==> src/rtl/capture_trigger_pkg.sv <==
// Shared types and defaults for the logic-analyser capture front end.
package capture_trigger_pkg;

  // Default geometry: 8 channels packed four-to-a-word downstream.
  localparam int LVDS_LEN_DEF = 8;
  localparam int DATA_LEN_DEF = 32;
  localparam int DIV_W_DEF    = 16;
  localparam int CNT_W_DEF    = 24;

  // Byte index of the last byte in a 32-bit word.
  localparam logic [1:0] LAST_BYTE_IDX = 2'd3;

  // Acquisition state machine encoding (matches the host register map).
  typedef enum logic [1:0] {
    ST_IDLE    = 2'd0,
    ST_ARMED   = 2'd1,
    ST_CAPTURE = 2'd2,
    ST_DONE    = 2'd3
  } state_t;

endpackage

==> src/rtl/capture_trigger_sample_rate_div.sv <==
// Programmable sample strobe: one stb every div+1 clocks, restartable by clr.
module sample_rate_div
  import capture_trigger_pkg::*;
#(
  parameter int DIV_W = DIV_W_DEF
) (
  input  logic             clk,
  input  logic             rst_n,
  input  logic             clr,
  input  logic [DIV_W-1:0] div,
  output logic             stb
);

  logic [DIV_W-1:0] r_cnt;

  // Count 0..div and wrap; clr forces the count to 0 so the next cycle strobes.
  always_ff @(posedge clk or negedge rst_n) begin
    if (!rst_n) begin
      r_cnt <= '0;
    end else if (clr) begin
      r_cnt <= '0;
    end else if (r_cnt >= div) begin
      r_cnt <= '0;
    end else begin
      r_cnt <= r_cnt + 1'b1;
    end
  end

  // Strobe whenever the count sits at zero; div=0 strobes every cycle.
  assign stb = (r_cnt == '0);

endmodule

==> src/rtl/capture_trigger.sv <==
// Capture front end: synchronises the channels, waits for a mask/value
// trigger, then streams whole 32-bit words of bytes to the packer.
module capture_trigger
  import capture_trigger_pkg::*;
#(
  parameter int LVDS_LEN = LVDS_LEN_DEF,
  parameter int DIV_W    = DIV_W_DEF,
  parameter int CNT_W    = CNT_W_DEF
) (
  input  logic                clk,
  input  logic                rst_n,
  input  logic [LVDS_LEN-1:0] sample_in,
  input  logic                arm,
  input  logic                abort,
  input  logic [DIV_W-1:0]    div,
  input  logic [LVDS_LEN-1:0] trig_mask,
  input  logic [LVDS_LEN-1:0] trig_value,
  input  logic                trig_edge,
  input  logic [CNT_W-1:0]    capture_len,
  output logic                valid_out,
  output logic [LVDS_LEN-1:0] data_out,
  output logic                busy,
  output logic                armed,
  output logic                done
);

  // Synchroniser stages; r_sync2 is the sample value seen by all logic.
  logic [LVDS_LEN-1:0] r_sync1;
  logic [LVDS_LEN-1:0] r_sync2;

  // Configuration captured on an accepted arm.
  logic [DIV_W-1:0]    r_div_q;
  logic [LVDS_LEN-1:0] r_tmask_q;
  logic [LVDS_LEN-1:0] r_tval_q;
  logic                r_edge_q;
  logic [CNT_W-1:0]    r_len_q;

  // Acquisition state, counters and output registers.
  state_t              r_state;
  logic                r_prev_match;
  logic [1:0]          r_byte_idx;
  logic [CNT_W-1:0]    r_word_cnt;
  logic                r_abort_pend;
  logic                r_valid;
  logic [LVDS_LEN-1:0] r_data;

  logic [LVDS_LEN-1:0] w_ch_miss;
  logic                w_match;
  logic                w_trig;
  logic                w_stb;
  logic                w_arm_ok;
  logic                w_last_word;

  // Two-flop synchroniser on the asynchronous channel pins.
  always_ff @(posedge clk or negedge rst_n) begin
    if (!rst_n) begin
      r_sync1 <= '0;
      r_sync2 <= '0;
    end else begin
      r_sync1 <= sample_in;
      r_sync2 <= r_sync1;
    end
  end

  // Per-channel trigger miss: a masked channel whose level differs from the target.
  genvar gi;
  generate
    for (gi = 0; gi < LVDS_LEN; gi++) begin : g_chan
      assign w_ch_miss[gi] = r_tmask_q[gi] & (r_sync2[gi] ^ r_tval_q[gi]);
    end
  endgenerate

  assign w_match = ~|w_ch_miss;

  // Edge mode needs a non-matching strobe before the matching one.
  assign w_trig = r_edge_q ? (w_match & ~r_prev_match) : w_match;

  // Arm is honoured only from IDLE or DONE, and abort in the same cycle wins.
  assign w_arm_ok = arm && !abort && ((r_state == ST_IDLE) || (r_state == ST_DONE));

  // The byte with index 3 of this word finishes the capture.
  assign w_last_word = (r_word_cnt == (r_len_q - 1'b1));

  sample_rate_div #(
    .DIV_W (DIV_W)
  ) u_div (
    .clk   (clk),
    .rst_n (rst_n),
    .clr   (w_arm_ok),
    .div   (r_div_q),
    .stb   (w_stb)
  );

  // Latch configuration on an accepted arm; ignored at all other times.
  always_ff @(posedge clk or negedge rst_n) begin
    if (!rst_n) begin
      r_div_q   <= '0;
      r_tmask_q <= '0;
      r_tval_q  <= '0;
      r_edge_q  <= 1'b0;
      r_len_q   <= '0;
    end else if (w_arm_ok) begin
      r_div_q   <= div;
      r_tmask_q <= trig_mask;
      r_tval_q  <= trig_value;
      r_edge_q  <= trig_edge;
      r_len_q   <= capture_len;
    end
  end

  // Acquisition FSM with byte/word counters and the registered byte output.
  always_ff @(posedge clk or negedge rst_n) begin
    if (!rst_n) begin
      r_state      <= ST_IDLE;
      r_prev_match <= 1'b0;
      r_byte_idx   <= 2'd0;
      r_word_cnt   <= '0;
      r_abort_pend <= 1'b0;
      r_valid      <= 1'b0;
      r_data       <= '0;
    end else begin
      r_valid <= 1'b0;
      if (w_arm_ok) begin
        r_state      <= ST_ARMED;
        r_prev_match <= 1'b1;
        r_byte_idx   <= 2'd0;
        r_word_cnt   <= '0;
        r_abort_pend <= 1'b0;
      end else begin
        case (r_state)
          ST_IDLE: begin
            r_abort_pend <= 1'b0;
          end

          ST_ARMED: begin
            if (abort) begin
              r_state <= ST_IDLE;
            end else if (w_stb) begin
              r_prev_match <= w_match;
              if (w_trig) begin
                if (r_len_q == '0) begin
                  r_state <= ST_DONE;
                end else begin
                  // The trigger sample itself is byte 0 of the capture.
                  r_valid    <= 1'b1;
                  r_data     <= r_sync2;
                  r_byte_idx <= 2'd1;
                  r_state    <= ST_CAPTURE;
                end
              end
            end
          end

          ST_CAPTURE: begin
            if (abort && (r_byte_idx == 2'd0)) begin
              // On a word boundary the stream can stop immediately.
              r_state      <= ST_IDLE;
              r_abort_pend <= 1'b0;
            end else begin
              // Mid-word abort: finish the word so the packer stays aligned.
              if (abort) begin
                r_abort_pend <= 1'b1;
              end
              if (w_stb) begin
                r_valid    <= 1'b1;
                r_data     <= r_sync2;
                r_byte_idx <= r_byte_idx + 2'd1;
                if (r_byte_idx == LAST_BYTE_IDX) begin
                  r_word_cnt <= r_word_cnt + 1'b1;
                  if (r_abort_pend || abort) begin
                    r_state      <= ST_IDLE;
                    r_abort_pend <= 1'b0;
                  end else if (w_last_word) begin
                    r_state <= ST_DONE;
                  end
                end
              end
            end
          end

          ST_DONE: begin
            if (abort) begin
              r_state <= ST_IDLE;
            end
          end

          default: begin
            r_state <= ST_IDLE;
          end
        endcase
      end
    end
  end

  assign valid_out = r_valid;
  assign data_out  = r_data;
  assign busy      = (r_state == ST_ARMED) || (r_state == ST_CAPTURE);
  assign armed     = (r_state == ST_ARMED);
  assign done      = (r_state == ST_DONE);

endmodule

==> config.mk <==
export PLATFORM = sky130hd
export DESIGN_NAME = capture_trigger
export DESIGN_NICKNAME = d
export VERILOG_FILES = /design/src/rtl/capture_trigger_pkg.sv /design/src/rtl/capture_trigger_sample_rate_div.sv /design/src/rtl/capture_trigger.sv
export SDC_FILE = /design/constraint.sdc
export NUM_CORES = 1
export LEC_CHECK = 0
export CAP_MARGIN = 20
export CORE_MARGIN = 3
export CORE_UTILIZATION = 35
export CTS_BUF_LIST = sky130_fd_sc_hd__clkbuf_8
export DETAILED_ROUTE_END_ITERATION = 12
export GPL_TIMING_DRIVEN = 0
export PLACE_DENSITY_LB_ADDON = 0.1
export SYNTH_ARGS = -nofsm -noshare
export SYNTH_HDL_FRONTEND = slang
export SYNTH_SLANG_ARGS = --single-unit
==> constraint.sdc <==
create_clock -name clk -period 6.9 [get_ports clk]
set_input_delay 2.07 -clock clk [delete_from_list [all_inputs] [get_ports clk]]
set_output_delay 2.07 -clock clk [all_outputs]
set_load 0.02 [all_outputs]
==> impl_metrics.csv <==
group,metric,value,unit
sta,fmax,0.2413,GHz
cts,clockBufferDepth,2,
logic_synthesis,syn_avg_cell_area,9.329,µm²
detailed_routing,drt_iter0_markers,306,
critical_path,worst_setup_path_end_kind,"register",
min_path,hold_class,"register to register",
detailed_routing,wirelength,16870,µm
cts,post_cts_buffers,0,
logic_synthesis,synthesis.area,6792,µm²
die,ios,81,
sta,rsz0062_at_grt,"false",
critical_path,worst-path-max-fanout,10,
placed_design,dp_hpwl,12490,µm
global_route,grt_usage,0.1658,
detailed_routing,first_pass_iters,4,
logic_synthesis,async_flop_share,1.000,
cts,cts.clk_slew.worst_paths,0.08,ns
sta,worstMarginPinSlew,0.7574,ns
die,die_area,21110,µm²
final_layout,final_layout_size_suffix_gt1_frac,0.07967,
run,cap_violations,0,
sta,maxSlewViolCount,0,
placed_design,placedInstanceArea,7941,µm²
final_layout,syn2layout_area_growth,22.57,%
critical_path,cp_cell_sequence,"clkdlybuf4s50_1 > nor3b_1 > buf_2 > clkbuf_1 > clkbuf_1 > o21ai_0",
final_layout,final_nets,924,
placed_design,dp_cells,1069,
die,die_y,145.3,µm
cts,numCtsBuffers,17,
final_layout,fin_area,8324,µm²
sta,skew,0.01172,ns
logic_synthesis,ys.flop_type,"dfrtp_1",
sta,slew_headroom,0.4950,
cts,cts_tree,"yes",
placed_design,io_buffers,79,
critical_path,cp.required,7.19,ns
critical_path,slowest_stage,"clkbuf_1",
critical_path,crit_type,"input pin to register",
critical_path,critical_path.most_common_cell,"clkbuf_1",
sta,setup_tns,0,ns
final_layout,final_common_cell,"nand2_1",
final_layout,fillCellCount,1876,
detailed_routing,vias,5360,
logic_synthesis,synth_warnings,0,
logic_synthesis,synth_seq_cells,128,
pwr,internal-power,1.789,mW
pwr,p_sw_frac,0.4055,
cts,ctsResizeCount,0,
pwr,pwr-share-comb,0.403,
detailed_routing,wl_per_cell,15.32,µm
die,die_w,145.3,µm
final_layout,mostFrequentLayoutCells,"nand2_1 (161), dfrtp_1 (128), clkdlybuf4s50_1 (78)",
global_route,grt_pass1_vias,5572,
critical_path,startpoint_type,"input pin",
cts,clock_latency,0.44,ns
sta,setup_viol_count_final,0,
global_route,antenna_found_initial,0,
placed_design,place_congestion,0.8395,
die,rows,50,
cts,h-tree-depth,4,
pwr,seqPwrFrac,0.387,
detailed_routing,drc_errors,0,
logic_synthesis,synth_edf_count,0,
global_route,grt_max_degree,81,
detailed_routing,ant_nets,0,
critical_path,slowest_delay,0.64,ns
pwr,p_per_area,361.5,nW/µm²
final_layout,diodes,0,
die,core,18890,µm²
sta,fin_crit,4.144,ns
pwr,peakVddDrop,160.2,µV
pwr,power_leakage,3.695,nW
sta,fin_crit_sh,0.6006,
status,outcome,"completed",
logic_synthesis,yosysSeqAreaShare,0.4716,
global_route,grt_pass1_wl,28400,µm
detailed_routing,via_per_inst,4.868,
cts,clock-root-buffer,"clkbuf_8",
critical_path,worstPathArrival,4.43,ns
logic_synthesis,syn-num-nets,824,
global_route,overflow,0,
final_layout,instances_no_fill,1101,
logic_synthesis,synth_cell_types,63,
cts,clock_sinks,128,
pwr,p_clk_frac,0.210,
logic_synthesis,synth_cells,728,
pwr,power.switching,1.220,mW
die,initial_utilization,0.3595,
sta,hold_viol,0,
cts,cts_hold_buf,0,
-- per-layer routing --
layer  global-route usage  up-vias  wire length, µm
li1                     -     2687                -
met1               0.2282     2539             7996
met2               0.2550      114             7606
met3              0.05059       20             1032
met4              0.04558        0              237
met5                    0        -                0
-- through the flow --
step | power [mW] | setup WS [ns] | hold slack [ns] | util
floorplan | 1.993 | 2.906 | 0.3312 | -
global placement | 2.371 | -1.524 | 0.3322 | 0.4185
detailed placement | 2.404 | 2.278 | 0.3347 | 0.4203
CTS | 3.057 | 2.739 | 0.3538 | 0.4406
global route | 3.269 | 2.584 | 0.3664 | 0.4406
finish | 3.010 | 2.756 | 0.3538 | 0.4406
-- cells by family (layout without fill, tap and decap cells) --
family / count (synthesis) / after routing / share of synthesized area
AND/OR/NAND/NOR: 335 / 335 / 0.2393
AO/OA/AOI/OAI: 93 / 93 / 0.08788
buffers and inverters: 61 / 174 / 0.03777
XOR/XNOR: 73 / 73 / 0.09525
adder cells (fa/ha/maj): 27 / 27 / 0.04974
flip-flops: 128 / 128 / 0.4716
multiplexers: 11 / 11 / 0.01842
-- final cells by class --
cell class / instances / area, µm² / area share
buffer: 28 / 132.6 / 0.01593
clock buffer: 17 / 234.0 / 0.02811
clock inverter: 15 / 148.9 / 0.01789
inverter: 33 / 123.9 / 0.01488
multi-input combinational: 539 / 3332 / 0.4003
sequential: 128 / 3203 / 0.3848
tap: 260 / 325.3 / 0.03908
timing repair buffer: 81 / 824.5 / 0.09905
-- state kept, by name, indices dropped and copies added, names as in the netlist, 2 cells and up --
signal / flops
u_div.r_cnt: 16
r_len_q: 24
r_tmask_q: 8
r_byte_idx: 2
r_tval_q: 8
r_state: 2
r_sync2: 8
data_out: 8
r_word_cnt: 24
r_div_q: 16
r_sync1: 8
-- cells in the mapped netlist (5+ instances only) --
| cell | number | area share |
|---|---|---|
| or3_1 | 6 | 0.0055 |
| o21ai_0 | 27 | 0.020 |
| nand2_1 | 161 | 0.089 |
| ha_1 | 27 | 0.050 |
| nand3_1 | 23 | 0.017 |
| xor2_1 | 39 | 0.050 |
| nor2b_1 | 7 | 0.0064 |
| a31oi_1 | 6 | 0.0055 |
| nand2b_1 | 5 | 0.0046 |
| mux2_2 | 8 | 0.013 |
| nor3_1 | 28 | 0.021 |
| dfrtp_1 | 128 | 0.47 |
| a211oi_1 | 5 | 0.0055 |
| xnor2_1 | 33 | 0.043 |
| nor2_1 | 45 | 0.025 |
| nand4_1 | 15 | 0.014 |
| and3_1 | 12 | 0.011 |
| inv_1 | 33 | 0.018 |
| a21oi_1 | 23 | 0.017 |
| nor4_1 | 8 | 0.0074 |
| clkbuf_1 | 22 | 0.012 |
-- critical path: cells and delay by family --
| kind | cells | cell delay [ns] |
|---|---|---|
| simple gates | 1 | 0.33 |
| buf+inv | 4 | 1.87 |
| compound gates | 1 | 0.16 |
-- path summary, 6_finish.rpt --
| kind | startpoint | to | slack [ns] | depth (start not counted) |
|---|---|---|---|---|
| worst min-delay path | r_sync1[6] | r_sync2[6] | 0.35 | 0 |
| min in group asynchronous | rst_n | r_len_q[4] | 1.57 | 1 |
| worst min register to register | r_sync1[6] | r_sync2[6] | 0.35 | 0 |
| max in group asynchronous | rst_n | r_len_q[21] | 4.56 | 2 |
| worst max register to register | u_div.r_cnt[0] | data_out[6] | 3.76 | 9 |
| worst max-delay path | arm | r_len_q[1] | 2.76 | 6 |
-- power by group through the flow --
stage               logic (mW)  clock network (mW)  registers (mW)
finish                    1.21               0.632            1.17
global route              1.38               0.693            1.20
floorplan                0.833                   0            1.16
global placement          1.20                   0            1.18
CTS                       1.23               0.656            1.17
detailed placement        1.23                   0            1.18
Power figures use the tool's default switching activity.
